## config.mk

```make
export PLATFORM = sky130hd
export DESIGN_NAME = iter_muldiv
export DESIGN_NICKNAME = d
export VERILOG_FILES = /design/src/rtl/muldiv_pkg.sv /design/src/rtl/muldiv_signfix.sv /design/src/rtl/iter_muldiv.sv
export SDC_FILE = /design/constraint.sdc
export NUM_CORES = 1
export LEC_CHECK = 0
export ABC_AREA = 1
export CAP_MARGIN = 20
export CORE_ASPECT_RATIO = 0.7
export CORE_MARGIN = 2
export CORE_UTILIZATION = 50
export CTS_BUF_LIST = sky130_fd_sc_hd__clkbuf_2
export CTS_CLUSTER_SIZE = 40
export DETAILED_ROUTE_END_ITERATION = 7
export GPL_ROUTABILITY_DRIVEN = 0
export GPL_TIMING_DRIVEN = 0
export PLACE_DENSITY = 0.7
export SETUP_SLACK_MARGIN = 0.15
export SLEW_MARGIN = 30
export SYNTH_ARGS = -nofsm -noshare
export SYNTH_HDL_FRONTEND = slang
export SYNTH_HIERARCHICAL = 1
export SYNTH_SLANG_ARGS = --single-unit
```

## constraint.sdc

```tcl
create_clock -name CLK -period 16.8 [get_ports CLK]
set_input_delay 3.36 -clock CLK [delete_from_list [all_inputs] [get_ports CLK]]
set_output_delay 3.36 -clock CLK [all_outputs]
set_load 0.1 [all_outputs]
```

## src/rtl/muldiv_pkg.sv

```systemverilog
// Shared definitions for the iterative multiply/divide unit:
// operation codes, FSM states and the iteration count.
package muldiv_pkg;

   localparam int unsigned MD_WIDTH = 32;
   localparam int unsigned ITERS    = MD_WIDTH;
   localparam int unsigned CNT_W    = $clog2(ITERS);

   typedef enum logic [1:0] {
      OP_MULTU = 2'b00,
      OP_MULT  = 2'b01,
      OP_DIVU  = 2'b10,
      OP_DIV   = 2'b11
   } op_e;

   typedef enum logic [1:0] {
      ST_IDLE = 2'd0,
      ST_CALC = 2'd1,
      ST_FIX  = 2'd2
   } state_e;

   // Bit 1 of the op code selects divide, bit 0 selects signed.
   function automatic logic op_is_div(input op_e op);
      return op[1];
   endfunction

   function automatic logic op_is_signed(input op_e op);
      return op[0];
   endfunction

endpackage

```

## src/rtl/muldiv_signfix.sv

```systemverilog
// Final sign correction for the multiply/divide unit. Takes the unsigned
// magnitude result pair and applies the negations the signed ops need:
// MULT negates the whole 64-bit product, DIV negates the quotient and
// gives the remainder the sign of the dividend.
module muldiv_signfix
   import muldiv_pkg::*;
#(
   parameter int unsigned WIDTH = MD_WIDTH
) (
   input  op_e              op,
   input  logic             sign_a,
   input  logic             sign_b,
   input  logic [WIDTH-1:0] raw_hi,
   input  logic [WIDTH-1:0] raw_lo,
   output logic [WIDTH-1:0] hi,
   output logic [WIDTH-1:0] lo
);

   logic [2*WIDTH-1:0] prod;
   logic [2*WIDTH-1:0] prod_neg;

   // Select raw or negated halves according to the operation and captured signs.
   always_comb begin
      prod     = {raw_hi, raw_lo};
      prod_neg = '0 - prod;
      hi       = raw_hi;
      lo       = raw_lo;
      case (op)
         OP_MULT: begin
            if (sign_a ^ sign_b) begin
               hi = prod_neg[2*WIDTH-1:WIDTH];
               lo = prod_neg[WIDTH-1:0];
            end
         end
         OP_DIV: begin
            if (sign_a ^ sign_b) lo = '0 - raw_lo;
            if (sign_a)          hi = '0 - raw_hi;
         end
         default: ;
      endcase
   end

endmodule

```

## src/rtl/iter_muldiv.sv

```systemverilog
// Iterative 32-bit multiply/divide unit (MULTU/MULT/DIVU/DIV) writing HI/LO.
// One shift-add or restoring shift-subtract step per clock, 32 steps, then a
// sign-fix cycle. Optional build macro MULDIV_FAST_ZERO_EN lets zero-operand
// multiplies and divide-by-zero skip straight to the fix cycle.
module iter_muldiv
   import muldiv_pkg::*;
#(
   parameter int unsigned WIDTH = MD_WIDTH
) (
   input  logic             CLK,
   input  logic             RST,
   input  logic             START,
   input  logic [1:0]       OP,
   input  logic [WIDTH-1:0] A,
   input  logic [WIDTH-1:0] B,
   output logic             BUSY,
   output logic             DONE,
   output logic [WIDTH-1:0] HI,
   output logic [WIDTH-1:0] LO
);

   state_e           state_q, state_d;
   logic             capture, step, fix;

   op_e              op_in;
   logic             a_neg, b_neg, b_zero;
   logic [WIDTH-1:0] a_mag, b_mag;

   op_e              op_q;
   logic             sign_a_q, sign_b_q, div0_q;
   logic [WIDTH-1:0] a_raw_q;
   logic [WIDTH-1:0] dvs_q;
   logic [WIDTH-1:0] acc_hi_q, acc_lo_q;
   logic [CNT_W-1:0] cnt_q;
   logic [WIDTH-1:0] hi_q, lo_q;
   logic             done_q;

   logic [WIDTH:0]   mul_sum;
   logic [WIDTH:0]   div_shift, div_diff;
   logic             div_ge;
   logic [WIDTH-1:0] fix_hi, fix_lo;

`ifdef MULDIV_FAST_ZERO_EN
   logic             a_zero, short_path;
`endif

   // Operand decode: magnitudes for signed ops and zero detection.
   always_comb begin
      op_in  = op_e'(OP);
      a_neg  = op_is_signed(op_in) & A[WIDTH-1];
      b_neg  = op_is_signed(op_in) & B[WIDTH-1];
      a_mag  = a_neg ? ('0 - A) : A;
      b_mag  = b_neg ? ('0 - B) : B;
      b_zero = (B == '0);
`ifdef MULDIV_FAST_ZERO_EN
      a_zero     = (A == '0);
      short_path = op_is_div(op_in) ? b_zero : (a_zero | b_zero);
`endif
   end

   // State register.
   always_ff @(posedge CLK or posedge RST) begin
      if (RST) state_q <= ST_IDLE;
      else     state_q <= state_d;
   end

   // Next-state and per-state datapath strobes.
   always_comb begin
      state_d = state_q;
      capture = 1'b0;
      step    = 1'b0;
      fix     = 1'b0;
      case (state_q)
         ST_IDLE: begin
            if (START) begin
               capture = 1'b1;
               state_d = ST_CALC;
`ifdef MULDIV_FAST_ZERO_EN
               if (short_path) state_d = ST_FIX;
`endif
            end
         end
         ST_CALC: begin
            step = 1'b1;
            if (cnt_q == CNT_W'(ITERS - 1)) state_d = ST_FIX;
         end
         ST_FIX: begin
            fix     = 1'b1;
            state_d = ST_IDLE;
         end
         default: state_d = ST_IDLE;
      endcase
   end

   // One iteration of each algorithm. Multiply keeps the multiplier in
   // acc_lo and shifts product bits in from the top; divide shifts the
   // dividend out of acc_lo into the partial remainder in acc_hi, and the
   // borrow bit of the trial subtraction decides the quotient bit.
   always_comb begin
      mul_sum   = {1'b0, acc_hi_q} + (acc_lo_q[0] ? {1'b0, dvs_q} : '0);
      div_shift = {acc_hi_q, acc_lo_q[WIDTH-1]};
      div_diff  = div_shift - {1'b0, dvs_q};
      div_ge    = ~div_diff[WIDTH];
   end

   muldiv_signfix #(
      .WIDTH (WIDTH)
   ) u_signfix (
      .op     (op_q),
      .sign_a (sign_a_q),
      .sign_b (sign_b_q),
      .raw_hi (acc_hi_q),
      .raw_lo (acc_lo_q),
      .hi     (fix_hi),
      .lo     (fix_lo)
   );

   // Operand capture, iteration datapath, and HI/LO write-back at FIX.
   always_ff @(posedge CLK or posedge RST) begin
      if (RST) begin
         op_q     <= OP_MULTU;
         sign_a_q <= 1'b0;
         sign_b_q <= 1'b0;
         div0_q   <= 1'b0;
         a_raw_q  <= '0;
         dvs_q    <= '0;
         acc_hi_q <= '0;
         acc_lo_q <= '0;
         cnt_q    <= '0;
         hi_q     <= '0;
         lo_q     <= '0;
         done_q   <= 1'b0;
      end else begin
         done_q <= fix;
         if (capture) begin
            op_q     <= op_in;
            sign_a_q <= a_neg;
            sign_b_q <= b_neg;
            div0_q   <= op_is_div(op_in) & b_zero;
            a_raw_q  <= A;
            dvs_q    <= b_mag;
            acc_hi_q <= '0;
            acc_lo_q <= a_mag;
            cnt_q    <= '0;
`ifdef MULDIV_FAST_ZERO_EN
            // Skipping the iterations: a zero accumulator already is the product.
            if (short_path) acc_lo_q <= '0;
`endif
         end else if (step) begin
            cnt_q <= cnt_q + 1'b1;
            if (op_is_div(op_q)) begin
               acc_hi_q <= div_ge ? div_diff[WIDTH-1:0] : div_shift[WIDTH-1:0];
               acc_lo_q <= {acc_lo_q[WIDTH-2:0], div_ge};
            end else begin
               acc_hi_q <= mul_sum[WIDTH:1];
               acc_lo_q <= {mul_sum[0], acc_lo_q[WIDTH-1:1]};
            end
         end
         if (fix) begin
            hi_q <= div0_q ? a_raw_q : fix_hi;
            lo_q <= div0_q ? '1      : fix_lo;
         end
      end
   end

   assign BUSY = (state_q != ST_IDLE);
   assign DONE = done_q;
   assign HI   = hi_q;
   assign LO   = lo_q;

endmodule

```

==> results.cfg <==
[min_path]
hold_path.class = reg2reg
hold-path-endpoint = a_raw_q[11]
hp-start = a_raw_q[11]
hold-path-cell-count = 2

[die]
initial_core_util_pct = 50.5
io_pins = 135
core-area_mm2 = 0.0369
die_x_um = 235
num_rows = 59
die_h_um = 166
die-area_mm2 = 0.0388

[critical_path]
critPathTopFamily = buffers and inverters
ff2ff_setup_slack_ns = 13.16
critical_path.startpoint_type = flip-flop
rr_worst_depth = 20
required_ns = 13.44
slowest_delay_ns = 0.97
arrival_ns = 2.62
worst-path-max-fanout = 4
cp_num_buf_inv = 2
worstSetupPathType = reg2out
critPathSlowestCell = clkdlybuf4s50_1
endpoint_kind = output pin
reg2reg_to = acc_hi_q[23]
crit_chain = nor2_1, inv_1, clkdlybuf4s50_1
r2r_start = acc_lo_q[0]

[sta]
hold_violations = 0
min_period_ns = 5.98
whs_ns = 0.497
final-max-slew-violation-count = 0
clock.fmax_mhz = 167
min_period_over_period_pct = 35.6
setup-violations-final = 0
final.setup_skew_ns = 0.135
fin_tns_setup_ns = 0
rsz0062_at_grt = no
relSlewSlack_pct = 33.9
worst_slew_pin_slew_ns = 0.988
final.setup.worst_slack_ns = 10.82

[grt]
grt.met1_usage_pct = 54.2
grt_max_degree = 92
grt_pass1_wl_um = 111000
use_met2_pct = 48.2
antenna_found_initial = 3
track_usage_pct = 37.2
grt_pass1_vias = 19200
use_met3_pct = 18.0
grt_busiest_layer = met1
gr-total-overflow = 0

[flow_run]
drv_cap = 0

[power]
p_switching_w = 0.00297
clockPowerShare_pct = 7.5
leakage_nw = 11.4
pwr_density_cell_mw_per_mm2 = 232
sequentialPowerShare_pct = 22.2
p_sw_share_pct = 60.7
comb_power_share_pct = 70.4
internal_power_w = 0.00192
ir_worst_vdd_v = 0.000124

[clock_network]
cts_hold_buffers = 0
clock-sinks = 205
cts_setup_buffers = 0
root_buffer = clkbuf_2
cts.path.max_buffers = 3
clk_latency_ns = 0.97
clk_transition_reported_paths_ns = 0.10
ctsHtreeMaxLevel = 2
cts_resized = 0
cts_tree = yes
cts_buffers = 52

[logic_synthesis]
synthArstFlopShare_pct = 100
synthesis.nets = 3279
syn_area_per_cell_um2 = 5.94
synthFlopType = dfrtp_1
ys_seq_area_share_pct = 27.5
synth_cell_types = 57
synth-seq-cells = 205
synth_warnings = 6
synthCells = 3138
synth_edf_count = 0
netlist_area_mm2 = 0.0186

[routing]
drtIter0Drc = 3561
routed_wl_um = 74500
drtPass1Iterations = 8
num_vias = 21800
wl_per_cell_um = 19.4
viasPerCell = 5.66
drtAntennaViolNets = 0
drc = 74

[cells_and_area]
fin_nets = 3469
area_delta_synth_final_pct = 13.3
fillCellCount = 3795
layout-drive-gt1-share_pct = 4.41

[place]
io_buffers = 134
place_hpwl_um = 59800
place_ws_ns = 11.04

[status]
failed_checks = DRC
outcome = complete, but fails checks
## synth_stat cells, drive strengths merged (2+ instances only)
library cell,n,area share [%]
a21o,7,0.28
a21oi,135,3.8
a221oi,2,0.094
a22oi,8,0.32
a2bb2oi,2,0.094
a31oi,36,1.2
a32o,2,0.11
and2,5,0.19
and3,2,0.094
buf,34,1.1
clkbuf,65,1.3
dfrtp,205,28
fa,2,0.21
ha,70,4.7
inv,485,9.8
nand2,1109,23
nand3,220,6.0
nand3b,12,0.48
nand4,32,1.1
nor2,392,8.1
nor3,27,0.78
nor4,6,0.20
o211ai,16,0.67
o21a,3,0.12
o21ai,146,3.9
o21bai,9,0.36
o22ai,7,0.24
o31ai,3,0.12
or2,8,0.27
xnor2,25,1.2
xor2,56,2.7
## cells by family (layout without fill, tap and decap cells)
logic type	after synthesis	after routing	share of synthesized area, %
compound gates	383	383	11.7
xor+xnor	81	81	3.85
fa+ha+maj	72	72	4.92
buf+inv	584	805	12.2
flops	205	205	27.5
other cells	0	1	0
simple gates	1813	1813	39.9
## per-stage QoR
step | cell area (um2) | total power [W] | utilization, % | std cells
final | 21100 | 0.00489 | 57.2 | 3848
after global routing | 21100 | 0.00526 | 57.2 | 3848
after CTS | 21100 | 0.00469 | 57.2 | 3847
after detailed placement | 20600 | 0.00432 | 55.9 | 3762
after global placement | 20600 | 0.00425 | 55.8 | 3760
after floorplan | 18600 | 0.00326 | - | 3138
## power by group through the flow
| stage | sequential [W] | combinational [W] | clock (W) |
|---|---|---|---|
| after floorplan | 0.000853 | 0.00240 | 0 |
| after global placement | 0.00104 | 0.00321 | 0 |
| after detailed placement | 0.00104 | 0.00328 | 0 |
| after CTS | 0.00103 | 0.00330 | 0.000362 |
| after global routing | 0.00108 | 0.00380 | 0.000389 |
| final | 0.00109 | 0.00344 | 0.000364 |
## how the worst max path moves through the flow
stage | startpoint | to | slack [ns] | cells after the start
6_report | state_q[0] | BUSY | 10.82 | 3
5_1_grt | state_q[1] | BUSY | 10.71 | 3
4_1_cts | state_q[0] | BUSY | 10.80 | 3
3_5_place_dp | START | acc_lo_q[2] | 11.04 | 6
3_3_place_gp | RST | dvs_q[30] | 5.02 | 2
2_1_floorplan | RST | DONE | 7.84 | 1
## registers in the layout, indices dropped and copies added, names as in the netlist
signal	flops
dvs_q	32
DONE	1
sign_a_q	1
div0_q	1
state_q	2
HI	32
acc_hi_q	32
LO	32
acc_lo_q	32
op_q	2
sign_b_q	1
a_raw_q	32
cnt_q	5
## routing by layer
layer  up-vias  routed length [um]  share of wire, %
met4         4                1970               2.6
met2      1577               26700                36
met5         -                  52             0.070
met3       199               13900                19
li1      10200                   -                 -
met1      9765               31800                43
## worst register-to-register path: stages, from the launching register on
cell      delay (ns)
dfrtp_1         0.46
clkbuf_1        0.35
clkbuf_1        0.57
nand2_1         0.11
inv_1           0.08
ha_1            0.17
inv_1           0.08
fa_1            0.41
inv_1           0.07
nand3_1         0.06
nand3_1         0.12
inv_1           0.08
o21bai_1        0.25
nand2_1         0.12
nand3_1         0.13
nand2_1         0.07
nand3_1         0.09
nand2_1         0.08
inv_1           0.07
nand2_1         0.04
nand2_1         0.05
## final cells by class
| type | instances | area [um2] | share of cell area (%) |
|---|---|---|---|
| Tap cell | 488 | 611 | 2.89 |
| Timing Repair Buffer | 136 | 1390 | 6.59 |
| Buffer | 99 | 447 | 2.12 |
| Antenna cell | 1 | 2.50 | 0.0119 |
| Sequential cell | 205 | 5130 | 24.3 |
| Inverter | 485 | 1830 | 8.66 |
| Clock buffer | 64 | 320 | 1.52 |
| Multi-Input combinational cell | 2349 | 11200 | 53.2 |
| Clock inverter | 21 | 144 | 0.682 |
## cells in the final DEF (no fill, tap or decap), types with 14 or more instances in the layout
| cell type | instances |
|---|---|
| a21oi_1 | 130 |
| xor2_1 | 55 |
| xnor2_1 | 25 |
| a31oi_1 | 35 |
| clkbuf_1 | 65 |
| nand4_1 | 32 |
| ha_1 | 70 |
| nor2_1 | 382 |
| nand3_1 | 218 |
| nor3_1 | 25 |
| inv_1 | 477 |
| dfrtp_1 | 205 |
| o211ai_1 | 15 |
| buf_1 | 14 |
| nand2_1 | 1096 |
| clkdlybuf4s50_1 | 133 |
| o21ai_0 | 137 |
| clkbuf_2 | 64 |
No activity file was read; power rests on OpenSTA's default activity.
